$ cat src/rtl/pc_fetch_sequencer_pkg.sv
// Shared definitions for the PC fetch sequencer: state encodings and the
// default widths used by the RTL and by its bench.
package pc_fetch_sequencer_pkg;

   // Two-bit state encodings kept as plain constants for legacy tools.
   localparam logic [1:0] ST_IDLE    = 2'd0;
   localparam logic [1:0] ST_FETCH   = 2'd1;
   localparam logic [1:0] ST_ADVANCE = 2'd2;
   localparam logic [1:0] ST_FAULT   = 2'd3;

   // Default configuration.
   localparam int PC_WIDTH_DEF = 5;
   localparam int STEP_DEF     = 1;
   localparam int RESET_PC_DEF = 0;
   localparam int MAX_WAIT_DEF = 15;

   // Wide enough for the largest allowed MAX_WAIT (255).
   localparam int WAIT_W = 8;

   // True in the states where the sequencer is actively working.
   function automatic logic is_running(input logic [1:0] st);
      return (st == ST_FETCH) || (st == ST_ADVANCE);
   endfunction

endpackage

$ cat src/rtl/pc_fetch_sequencer_step_adder.sv
// pc_step_adder: combinational PC increment by a fixed STEP, exposing the
// truncated sum and the carry out of the top PC bit.
module pc_step_adder #(
   parameter int PC_WIDTH = 5,
   parameter int STEP     = 1
) (
   input  logic [PC_WIDTH-1:0] pc,
   output logic [PC_WIDTH-1:0] sum,
   output logic                carry_out
);

   // STEP is truncated to the PC width before it is added.
   localparam logic [PC_WIDTH-1:0] STEP_T = PC_WIDTH'(STEP);

   logic [PC_WIDTH:0] full_sum;

   assign full_sum  = {1'b0, pc} + {1'b0, STEP_T};
   assign sum       = full_sum[PC_WIDTH-1:0];
   assign carry_out = full_sum[PC_WIDTH];

endmodule

$ cat src/rtl/pc_fetch_sequencer.sv
// pc_fetch_sequencer: holds the program counter, runs the req/ack fetch
// handshake, advances the PC by STEP or loads a branch target, and flags
// fetch timeouts and PC wrap.
// Optional feature macro: PC_WRAP_TRAP_EN -- when defined, an increment
// carry-out in ADVANCE sends the sequencer to FAULT (the PC still wraps and
// pc_wrap still pulses). Branch loads never trap.
module pc_fetch_sequencer
   import pc_fetch_sequencer_pkg::*;
#(
   parameter int PC_WIDTH = PC_WIDTH_DEF,
   parameter int STEP     = STEP_DEF,
   parameter int RESET_PC = RESET_PC_DEF,
   parameter int MAX_WAIT = MAX_WAIT_DEF
) (
   input  logic                clk,
   input  logic                reset,
   input  logic                start,
   input  logic                halt,
   input  logic                clear,
   input  logic                fetch_ack,
   input  logic                branch_valid,
   input  logic [PC_WIDTH-1:0] branch_target,
   output logic                fetch_req,
   output logic [PC_WIDTH-1:0] fetch_addr,
   output logic [PC_WIDTH-1:0] pc,
   output logic                running,
   output logic                fault,
   output logic                pc_wrap
);

`ifdef PC_WRAP_TRAP_EN
   localparam logic WRAP_TRAP = 1'b1;
`else
   localparam logic WRAP_TRAP = 1'b0;
`endif

   logic [1:0]        state;
   logic [1:0]        next_state;
   logic [WAIT_W-1:0] wait_cnt;
   logic              halt_pending;
   logic [PC_WIDTH-1:0] inc_sum;
   logic              inc_carry;
   logic              wrap_event;

   pc_step_adder #(
      .PC_WIDTH (PC_WIDTH),
      .STEP     (STEP)
   ) u_step_adder (
      .pc        (pc),
      .sum       (inc_sum),
      .carry_out (inc_carry)
   );

   // The fetch port always sees the current PC.
   assign fetch_addr = pc;

   // A wrap only counts for a sequential increment, never for a branch load.
   assign wrap_event = (state == ST_ADVANCE) && !branch_valid && inc_carry;

   // Next-state decision; an ack in the timeout cycle takes priority over FAULT.
   always_comb begin
      next_state = state;
      case (state)
         ST_IDLE: begin
            if (start) next_state = ST_FETCH;
         end
         ST_FETCH: begin
            if (fetch_ack)                            next_state = ST_ADVANCE;
            else if (wait_cnt == WAIT_W'(MAX_WAIT))   next_state = ST_FAULT;
         end
         ST_ADVANCE: begin
            if (wrap_event && WRAP_TRAP)      next_state = ST_FAULT;
            else if (halt_pending || halt)    next_state = ST_IDLE;
            else                              next_state = ST_FETCH;
         end
         ST_FAULT: begin
            if (clear) next_state = ST_IDLE;
         end
         default: next_state = ST_IDLE;
      endcase
   end

   // State register plus the status outputs registered from the next state.
   always_ff @(posedge clk or negedge reset) begin
      if (!reset) begin
         state     <= ST_IDLE;
         fetch_req <= 1'b0;
         running   <= 1'b0;
         fault     <= 1'b0;
      end else begin
         state     <= next_state;
         fetch_req <= (next_state == ST_FETCH);
         running   <= is_running(next_state);
         fault     <= (next_state == ST_FAULT);
      end
   end

   // PC update happens only in ADVANCE; pc_wrap pulses alongside the new PC.
   always_ff @(posedge clk or negedge reset) begin
      if (!reset) begin
         pc      <= PC_WIDTH'(RESET_PC);
         pc_wrap <= 1'b0;
      end else begin
         pc_wrap <= wrap_event;
         if (state == ST_ADVANCE) begin
            pc <= branch_valid ? branch_target : inc_sum;
         end
      end
   end

   // Counts unacknowledged FETCH cycles; zero whenever FETCH is left or not active.
   always_ff @(posedge clk or negedge reset) begin
      if (!reset) begin
         wait_cnt <= '0;
      end else if ((state == ST_FETCH) && (next_state == ST_FETCH)) begin
         wait_cnt <= wait_cnt + WAIT_W'(1);
      end else begin
         wait_cnt <= '0;
      end
   end

   // Remembers a halt seen while working so the in-flight fetch can finish first.
   always_ff @(posedge clk or negedge reset) begin
      if (!reset) begin
         halt_pending <= 1'b0;
      end else if ((next_state == ST_IDLE) && (state != ST_IDLE)) begin
         halt_pending <= 1'b0;
      end else if (is_running(state) && halt) begin
         halt_pending <= 1'b1;
      end
   end

endmodule

$ cat config.mk
export PLATFORM = sky130hd
export DESIGN_NAME = pc_fetch_sequencer
export DESIGN_NICKNAME = d
export VERILOG_FILES = /design/src/rtl/pc_fetch_sequencer_pkg.sv /design/src/rtl/pc_fetch_sequencer_step_adder.sv /design/src/rtl/pc_fetch_sequencer.sv
export SDC_FILE = /design/constraint.sdc
export NUM_CORES = 1
export LEC_CHECK = 0
export CAP_MARGIN = 20
export CORE_MARGIN = 3
export CORE_UTILIZATION = 52
export DETAILED_ROUTE_END_ITERATION = 16
export PLACE_DENSITY = 0.8
export SLEW_MARGIN = 20
export SYNTH_ARGS = -nofsm -noshare
export SYNTH_HDL_FRONTEND = slang
export SYNTH_SLANG_ARGS = --single-unit
$ cat constraint.sdc
create_clock -name clk -period 4.5 [get_ports clk]
set_input_delay 0.9 -clock clk [delete_from_list [all_inputs] [get_ports clk]]
set_output_delay 0.9 -clock clk [all_outputs]
set_load 0.01 [all_outputs]
==> metrics.cfg, run 1 <==
[synth]
synth_top_cell_area_share=0.4619
yosysWarningCount=0
ys_ff_latch=20
synth.avg_cell_area_sq_um=10.03
ys_top_cells_by_area=dfrtp_1 46%, ha_1 10%, a21oi_1 5.1%
syn_nets=129
syn_inst=108
synth_cell_types=28
synth_area_sq_mm=0.001084
yosysTopAreaCell=dfrtp_1
ys_seq_area_frac=0.4619

[route]
vias_per_cell=5.535
via_count=858
first_iter_violations=21
wl_um=2132
drtPass1Iterations=4
antenna_left=0
post_drt_wl_per_cell_um=13.75
drc=0

[global_route]
antenna_found_initial=0
gr-total-overflow=0
grt_start_max_net_pins=21
grt_pass1_wl_um=3525
first_global_vias=765
track_usage=0.1767

[worst_hold_path]
hp-class=reg -> reg
min_delay_worst_endpoint=wait_cnt[0]$_DFF_PN0_
hold_path.startpoint=wait_cnt[0]$_DFF_PN0_
hold-path-cell-count=1

[worst_setup_path]
r2r_slack_ns=2.37
cpPeakStageDelay_ns=0.42
worstRegToRegCells=8
path_cells=clkdlybuf4s50_1, nor2b_1, o21ai_0, a32oi_1, ha_1, nand2_1, a21oi_1
cp_max_fo=7
cpMaxStageDelayCell=clkdlybuf4s50_1
critPathLaunchType=input pin
path_class=in -> reg
cp.arrival_ns=2.57
end_kind=register
reg2reg_to=wait_cnt[6]$_DFF_PN0_
crit_required_ns=4.72
rr_startpoint=state[1]$_DFF_PN0_

[clock_network]
root_buffer=clkbuf_4
ctsHoldBuffers=0
cts_sinks=20
cts_buffers=3
ctsResizeCount=0
clk_pin_slew_worst_paths_ns=0.12
clock_path_buffers=2
cts_tree=built
cts_setup_buffers=0
htreeDepth=1
clkLatencyLatePin_ns=0.30

[final_layout]
final_cell_mix=25 x clkdlybuf4s50_1, 20 x dfrtp_1, 12 x nor2_1
ff_latch_area_sq_um=500.5
fill_cells=142
drive_above_1_share=0.06154
stdcell_area_sq_mm=0.001370
layout.cells.most_common=clkdlybuf4s50_1
area_delta_synth_final_pct=26.44
final_net_count=152
n_antenna_cell=0
multiInputGateArea_sq_um=520.5

[timing]
drv_slew=0
finalClockSkew_ns=0.005373
setup_viol=0
setup-tns-final_ns=0
period_share=0.5221
rsz0062_at_grt=false
min_period_ns=2.350
worst_pin_slew_ns=0.8640
relSlewSlack=0.4222
finalHoldViolCount=0
max_freq_mhz=425.6

[power_and_ir_drop]
ir_worst_vdd_v=0.0005483
p_leak_nw=0.5921
power.density_mw_per_mm2=597.8

[run]
drv_cap=0

[die]
initial_core_util=0.5891
die_w_um=51.65
die_area_sq_mm=0.002667
core-area_sq_mm=0.001839
chipHeight_um=51.65
rows=15
ios=26

[place]
placed_area_sq_mm=0.001318
numPortBuffers=25
place_hpwl_um=1639
place_congestion=0.8578

[status]
status=finished clean

[state kept, by name (all words and copies together), names as in the netlist]
signal and count:
halt_pending 1, fault 1, pc_wrap 1, state 2, fetch_req 1, fetch_addr 5, running 1, wait_cnt 8
[kinds of logic (layout without fill, tap and decap cells)]
kind of cell / count (synthesis) / count (layout) / synth area share
adder cells (fa/ha/maj): 9 / 9 / 0.1039
AO/OA/AOI/OAI: 27 / 27 / 0.1547
buffers and inverters: 11 / 33 / 0.05774
XOR/XNOR: 3 / 3 / 0.02425
multiplexers: 2 / 2 / 0.01848
AND/OR/NAND/NOR: 36 / 36 / 0.1790
flip-flops: 20 / 20 / 0.4619
[synth_stat cells]
cell / number
nand4_1: 1
nand4b_1: 1
nand2_1: 5
a22oi_1: 1
xor2_1: 1
buf_2: 2
o31ai_1: 1
buf_4: 5
a31o_2: 1
nor2_1: 12
inv_1: 4
a32oi_1: 1
nor4_2: 1
nand3_1: 5
a22o_1: 4
xnor2_1: 2
nor3b_1: 1
o21ai_0: 7
ha_1: 9
a32o_1: 1
dfrtp_1: 20
a21oi_1: 11
or3_1: 3
mux2i_1: 2
nand4_2: 1
and3_2: 1
nor2b_1: 3
and3_1: 2
[report_power, final]
| part | switching (W) | internal, W | total, W |
|---|---|---|---|
| logic | 0.000184 | 0.000196 | 0.000381 |
| clock network | 0.0000553 | 0.0000900 | 0.000145 |
| registers | 0.0000593 | 0.000234 | 0.000293 |
| total | 0.000299 | 0.000520 | 0.000819 |
[per-stage QoR]
stage / cells / worst slack, ns / hold slack [ns] / power [W] / utilization
3_3_place_gp: 151 / 1.982 / 0.4967 / 0.0006675 / 0.7163
6_report: 155 / 2.150 / 0.5138 / 0.0008190 / 0.7449
2_1_floorplan: 108 / 2.559 / 0.4739 / 0.0005266 / -
5_1_grt: 155 / 1.995 / 0.5512 / 0.0008897 / 0.7449
4_1_cts: 155 / 2.179 / 0.5170 / 0.0008254 / 0.7449
3_5_place_dp: 151 / 1.859 / 0.5004 / 0.0006782 / 0.7163
[critical path: cells and delay by family]
kind / cells / cell delay (ns)
fa+ha+maj: 1 / 0.25
compound gates: 3 / 0.68
buf+inv: 1 / 0.42
simple gates: 2 / 0.32
[how the worst max path moves through the flow]
stage | from | slack, ns | end | cells after the start
2_1_floorplan | fetch_ack | 2.56 | wait_cnt[5]$_DFF_PN0_ | 6
3_3_place_gp | fetch_ack | 1.98 | wait_cnt[7]$_DFF_PN0_ | 7
3_5_place_dp | fetch_ack | 1.86 | wait_cnt[6]$_DFF_PN0_ | 7
5_1_grt | fetch_ack | 2.00 | wait_cnt[6]$_DFF_PN0_ | 7
4_1_cts | fetch_ack | 2.18 | wait_cnt[6]$_DFF_PN0_ | 7
6_report | fetch_ack | 2.15 | wait_cnt[6]$_DFF_PN0_ | 7
[final cells by class]
cell class,count,area share
Multi-Input combinational cell,77,0.3799
Inverter,4,0.01096
Tap cell,25,0.02283
Sequential cell,20,0.3653
Clock inverter,1,0.02192
Clock buffer,3,0.01644
Timing Repair Buffer,25,0.1826
[layer usage]
layer,vias to the layer above,GRT usage,wire length (um)
met5,-,0,0
met4,0,0.06550,17
met3,2,0.02579,116
met2,20,0.2691,1007
met1,407,0.2546,992
li1,429,-,-
Note: power is estimated with default switching activity, not from simulation.
==> run 2: changes to the inputs <==
Settings changed: CORE_UTILIZATION 52 to 48, PLACE_DENSITY 0.8 to 0.75.
Clock period 4.5 ns to 2.2 ns, I/O delays scaled along.
==> metrics.cfg, run 2 (synthesis results as in run 1) <==
[status]
status=finished clean

[die]
die_area_sq_mm=0.002863
chipHeight_um=53.51
core-area_sq_mm=0.002042
ios=26
die_w_um=53.51
rows=16
initial_core_util=0.5306

[worst_setup_path]
critPathLaunchType=register
end_kind=register
cpPeakStageDelay_ns=0.46
cp_max_fo=7
path_cells=inv_1, ha_1, nor2b_1, o21ai_0, a32oi_2, ha_2, nand2_2, a21oi_1
r2r_slack_ns=0.20
cpMaxStageDelayCell=dfrtp_1
crit_required_ns=2.44
path_class=reg -> reg
cp.arrival_ns=2.24

[place]
placed_cells=155
numPortBuffers=25
place_congestion=0.7734
place_hpwl_um=1637

[clock_network]
htreeDepth=1
clock_path_buffers=2
ctsResizeCount=0
root_buffer=clkbuf_4
cts_sinks=20
clkLatencyLatePin_ns=0.30
ctsHoldBuffers=0
cts_buffers=3
cts_tree=built
cts_setup_buffers=0
clk_pin_slew_worst_paths_ns=0.12

[route]
drc=0
antenna_left=0
first_iter_violations=39
post_drt_wl_per_cell_um=14.09
wl_um=2240
vias_per_cell=5.472
drtPass1Iterations=4
via_count=870

[final_layout]
fill_cells=174
multiInputGateArea_sq_um=533.0
n_antenna_cell=0
final_net_count=154
largest_register_ffs=8
area_delta_synth_final_pct=29.21
ff_latch_area_sq_um=500.5
top_register=wait_cnt
drive_above_1_share=0.09848
layout.cells.most_common=clkdlybuf4s50_1
final_cells=159
final_cell_mix=25 x clkdlybuf4s50_1, 20 x dfrtp_1, 12 x nor2_1

[timing]
rsz0062_at_grt=false
period_share=0.9104
worst_pin_slew_ns=0.4375
setup_viol=0
max_freq_mhz=499.3
setup-tns-final_ns=0
relSlewSlack=0.7074
finalHoldViolCount=0
finalClockSkew_ns=0.007679
min_period_ns=2.003
drv_slew=0

[global_route]
first_global_vias=892
track_usage=0.1868
antenna_found_initial=0
gr-total-overflow=0
grt_start_max_net_pins=21
grt_pass1_wl_um=3829

[power_and_ir_drop]
ir_worst_vdd_v=0.0008134
p_leak_nw=0.6031
report.power.total_w=0.001723
power.density_mw_per_mm2=1231

[run]
drv_cap=0

[worst_hold_path]
hp-class=in -> async

run 2: worst max-delay path, delay by kind of cell, from the launching register on:
kind / cells / cell delay, ns
compound gates: 3 / 0.60
fa+ha+maj: 2 / 0.47
flops: 1 / 0.46
simple gates: 2 / 0.29
buf+inv: 1 / 0.11
run 2: worst paths after layout:
kind | from | end | cells past startpoint
worst max register to register | state[1]$_DFF_PN0_ | wait_cnt[6]$_DFF_PN0_ | 8
worst max-delay path | state[1]$_DFF_PN0_ | wait_cnt[6]$_DFF_PN0_ | 8
max in group asynchronous | reset | wait_cnt[4]$_DFF_PN0_ | 2
worst min-delay path | reset | wait_cnt[6]$_DFF_PN0_ | 2
worst min register to register | wait_cnt[0]$_DFF_PN0_ | wait_cnt[0]$_DFF_PN0_ | 1
min in group clk | wait_cnt[0]$_DFF_PN0_ | wait_cnt[0]$_DFF_PN0_ | 1
run 2: area by class of cell:
cell class,instances,share of cell area
clock buffers,3,0.01609
flip-flops and latches,20,0.3575
inverters,4,0.01072
multi-input cells,77,0.3807
repair buffers,27,0.1895
well taps,27,0.02413
clock inverters,1,0.02145
run 2: where the power goes:
| group | internal (W) | total, W | switching [W] |
|---|---|---|---|
| sequential | 0.000479 | 0.000600 | 0.000122 |
| combinational | 0.000426 | 0.000823 | 0.000397 |
| clock | 0.000184 | 0.000300 | 0.000116 |
| total | 0.00109 | 0.00172 | 0.000634 |
run 2: routing by layer:
layer,up-vias,wire length [um],GRT usage
li1,428,-,-
met1,410,913,0.2197
met2,28,1149,0.3122
met3,4,146,0.04225
met4,0,31,0.1021
met5,-,0,0
run 2: stage by stage:
stage	worst slack [ns]	hold WS (ns)	area, sq um	util
finish	0.1971	0.4539	1400	0.6857
global route	0.003195	0.4591	1400	0.6857
CTS	0.1447	0.4566	1388	0.6795
detailed placement	0.05677	0.5019	1335	0.6538
global placement	0.1679	0.4889	1335	0.6538
floorplan	0.4770	0.1444	1084	-
==> run 3: changes to the inputs <==
Settings changed: CORE_UTILIZATION 48 to 47, PLACE_DENSITY 0.75 to 0.73.
==> metrics.cfg, run 3 (synthesis results as in run 1) <==
[final_layout]
final_net_count=155
n_antenna_cell=0
largest_register_ffs=8
stdcell_area_sq_mm=0.001408
final_cell_mix=25 x clkdlybuf4s50_1, 20 x dfrtp_1, 12 x nor2_1
drive_above_1_share=0.1053
area_delta_synth_final_pct=29.91
top_register=wait_cnt
multiInputGateArea_sq_um=533.0
fill_cells=168
layout.cells.most_common=clkdlybuf4s50_1
ff_latch_area_sq_um=500.5

[die]
initial_core_util=0.5255
ios=26
chipHeight_um=54.02
die_area_sq_mm=0.002918
rows=16
core-area_sq_mm=0.002062
die_w_um=54.02

[place]
place_congestion=0.7761
place_hpwl_um=1646
placed_area_sq_mm=0.001335
numPortBuffers=25

[global_route]
grt_start_max_net_pins=21
grt_pass1_wl_um=3553
gr-total-overflow=0
antenna_found_initial=0
first_global_vias=814
track_usage=0.1695

[route]
first_iter_violations=5
drtPass1Iterations=2
wl_um=2198
vias_per_cell=5.388
antenna_left=0
drc=0
post_drt_wl_per_cell_um=13.74
via_count=862

[timing]
finalClockSkew_ns=0.005926
setup_viol=0
finalHoldViolCount=0
drv_slew=0
fin_hold_ws_ns=0.4542
worst_pin_slew_ns=0.4110
relSlewSlack=0.7252
max_freq_mhz=492.7
setup-tns-final_ns=0
period_share=0.9226
min_period_ns=2.030

[worst_setup_path]
cp.arrival_ns=2.27
crit_family=compound AO/OA/AOI/OAI gates
end_kind=register
rr_startpoint=state[1]$_DFF_PN0_
worstRegToRegCells=8
cpMaxStageDelayCell=dfrtp_1
crit_required_ns=2.44
reg2reg_to=wait_cnt[7]$_DFF_PN0_
r2r_slack_ns=0.17
cpPeakStageDelay_ns=0.45
crit_buf_inv=1
path_cells=inv_1, ha_1, nor2b_1, o21ai_0, a32oi_2, ha_2, nand2_2, a21oi_1
critPathLaunchType=register
timing.critical_path.depth=8
critPathLaunch=state[1]$_DFF_PN0_
cp_max_fo=7
cp-endpoint=wait_cnt[7]$_DFF_PN0_
path_class=reg -> reg

[clock_network]
cts_tree=built
root_buffer=clkbuf_4
clock_path_buffers=2
cts_buffers=3
clk_pin_slew_worst_paths_ns=0.12
ctsHoldBuffers=0
htreeDepth=1
clkLatencyLatePin_ns=0.30
cts_sinks=20

[power_and_ir_drop]
power.density_mw_per_mm2=1238
ir_worst_vdd_v=0.0009057
p_leak_nw=0.6079

[status]
status=finished clean

[run]
drv_cap=0

[worst_hold_path]
hp-class=in -> async

## run 3: cell types whose count changed in the layout (fill, tap and decap cells not counted), sizes merged
cell and delta:
buf +1
## run 3: where the power goes
group	leakage [nW]	switching [W]	internal [W]
Clock	0.0279	0.000117	0.000184
Sequential	0.259	0.000126	0.000479
Combinational	0.321	0.000397	0.000440
Total	0.608	0.000640	0.00110
## run 3: how the worst min path moves through the flow
stage	to	slack, ns	cells past startpoint
after floorplan	fault$_DFF_PN0_	0.14	0
after global placement	wait_cnt[0]$_DFF_PN0_	0.50	1
after detailed placement	wait_cnt[0]$_DFF_PN0_	0.51	1
after CTS	fetch_addr[3]$_DFFE_PN0P_	0.46	2
after global routing	fetch_addr[3]$_DFFE_PN0P_	0.47	2
final	fetch_addr[3]$_DFFE_PN0P_	0.45	2
## run 3: final cells by class
cell class	count	share of cell area
clock buffers	3	0.01600
clock inverters	1	0.02133
inverters	4	0.01067
multi-input cells	77	0.3787
flip-flops and latches	20	0.3556
well taps	27	0.02400
repair buffers	28	0.1938
## run 3: through the flow
step / power (W) / setup WS, ns / instances / util
floorplan: 0.001077 / 0.4770 / 108 / -
global placement: 0.001374 / 0.1588 / 155 / 0.6475
detailed placement: 0.001405 / 0.03864 / 155 / 0.6475
CTS: 0.001709 / 0.1146 / 159 / 0.6729
global route: 0.001881 / -0.05178 / 160 / 0.6826
finish: 0.001743 / 0.1702 / 160 / 0.6826
## run 3: timing repair
action | CTS | global route
resized for setup | 0 | 3
buffers inserted | 0 | 1
setup endpoints to repair | 0 | 7
## run 3: routing by layer
metal / routed length [um] / track usage / vias up
li1: - / - / 434
met1: 957 / 0.2166 / 409
met2: 1121 / 0.2802 / 15
met3: 96 / 0.03601 / 4
met4: 24 / 0.06224 / 0
met5: 0 / 0 / -
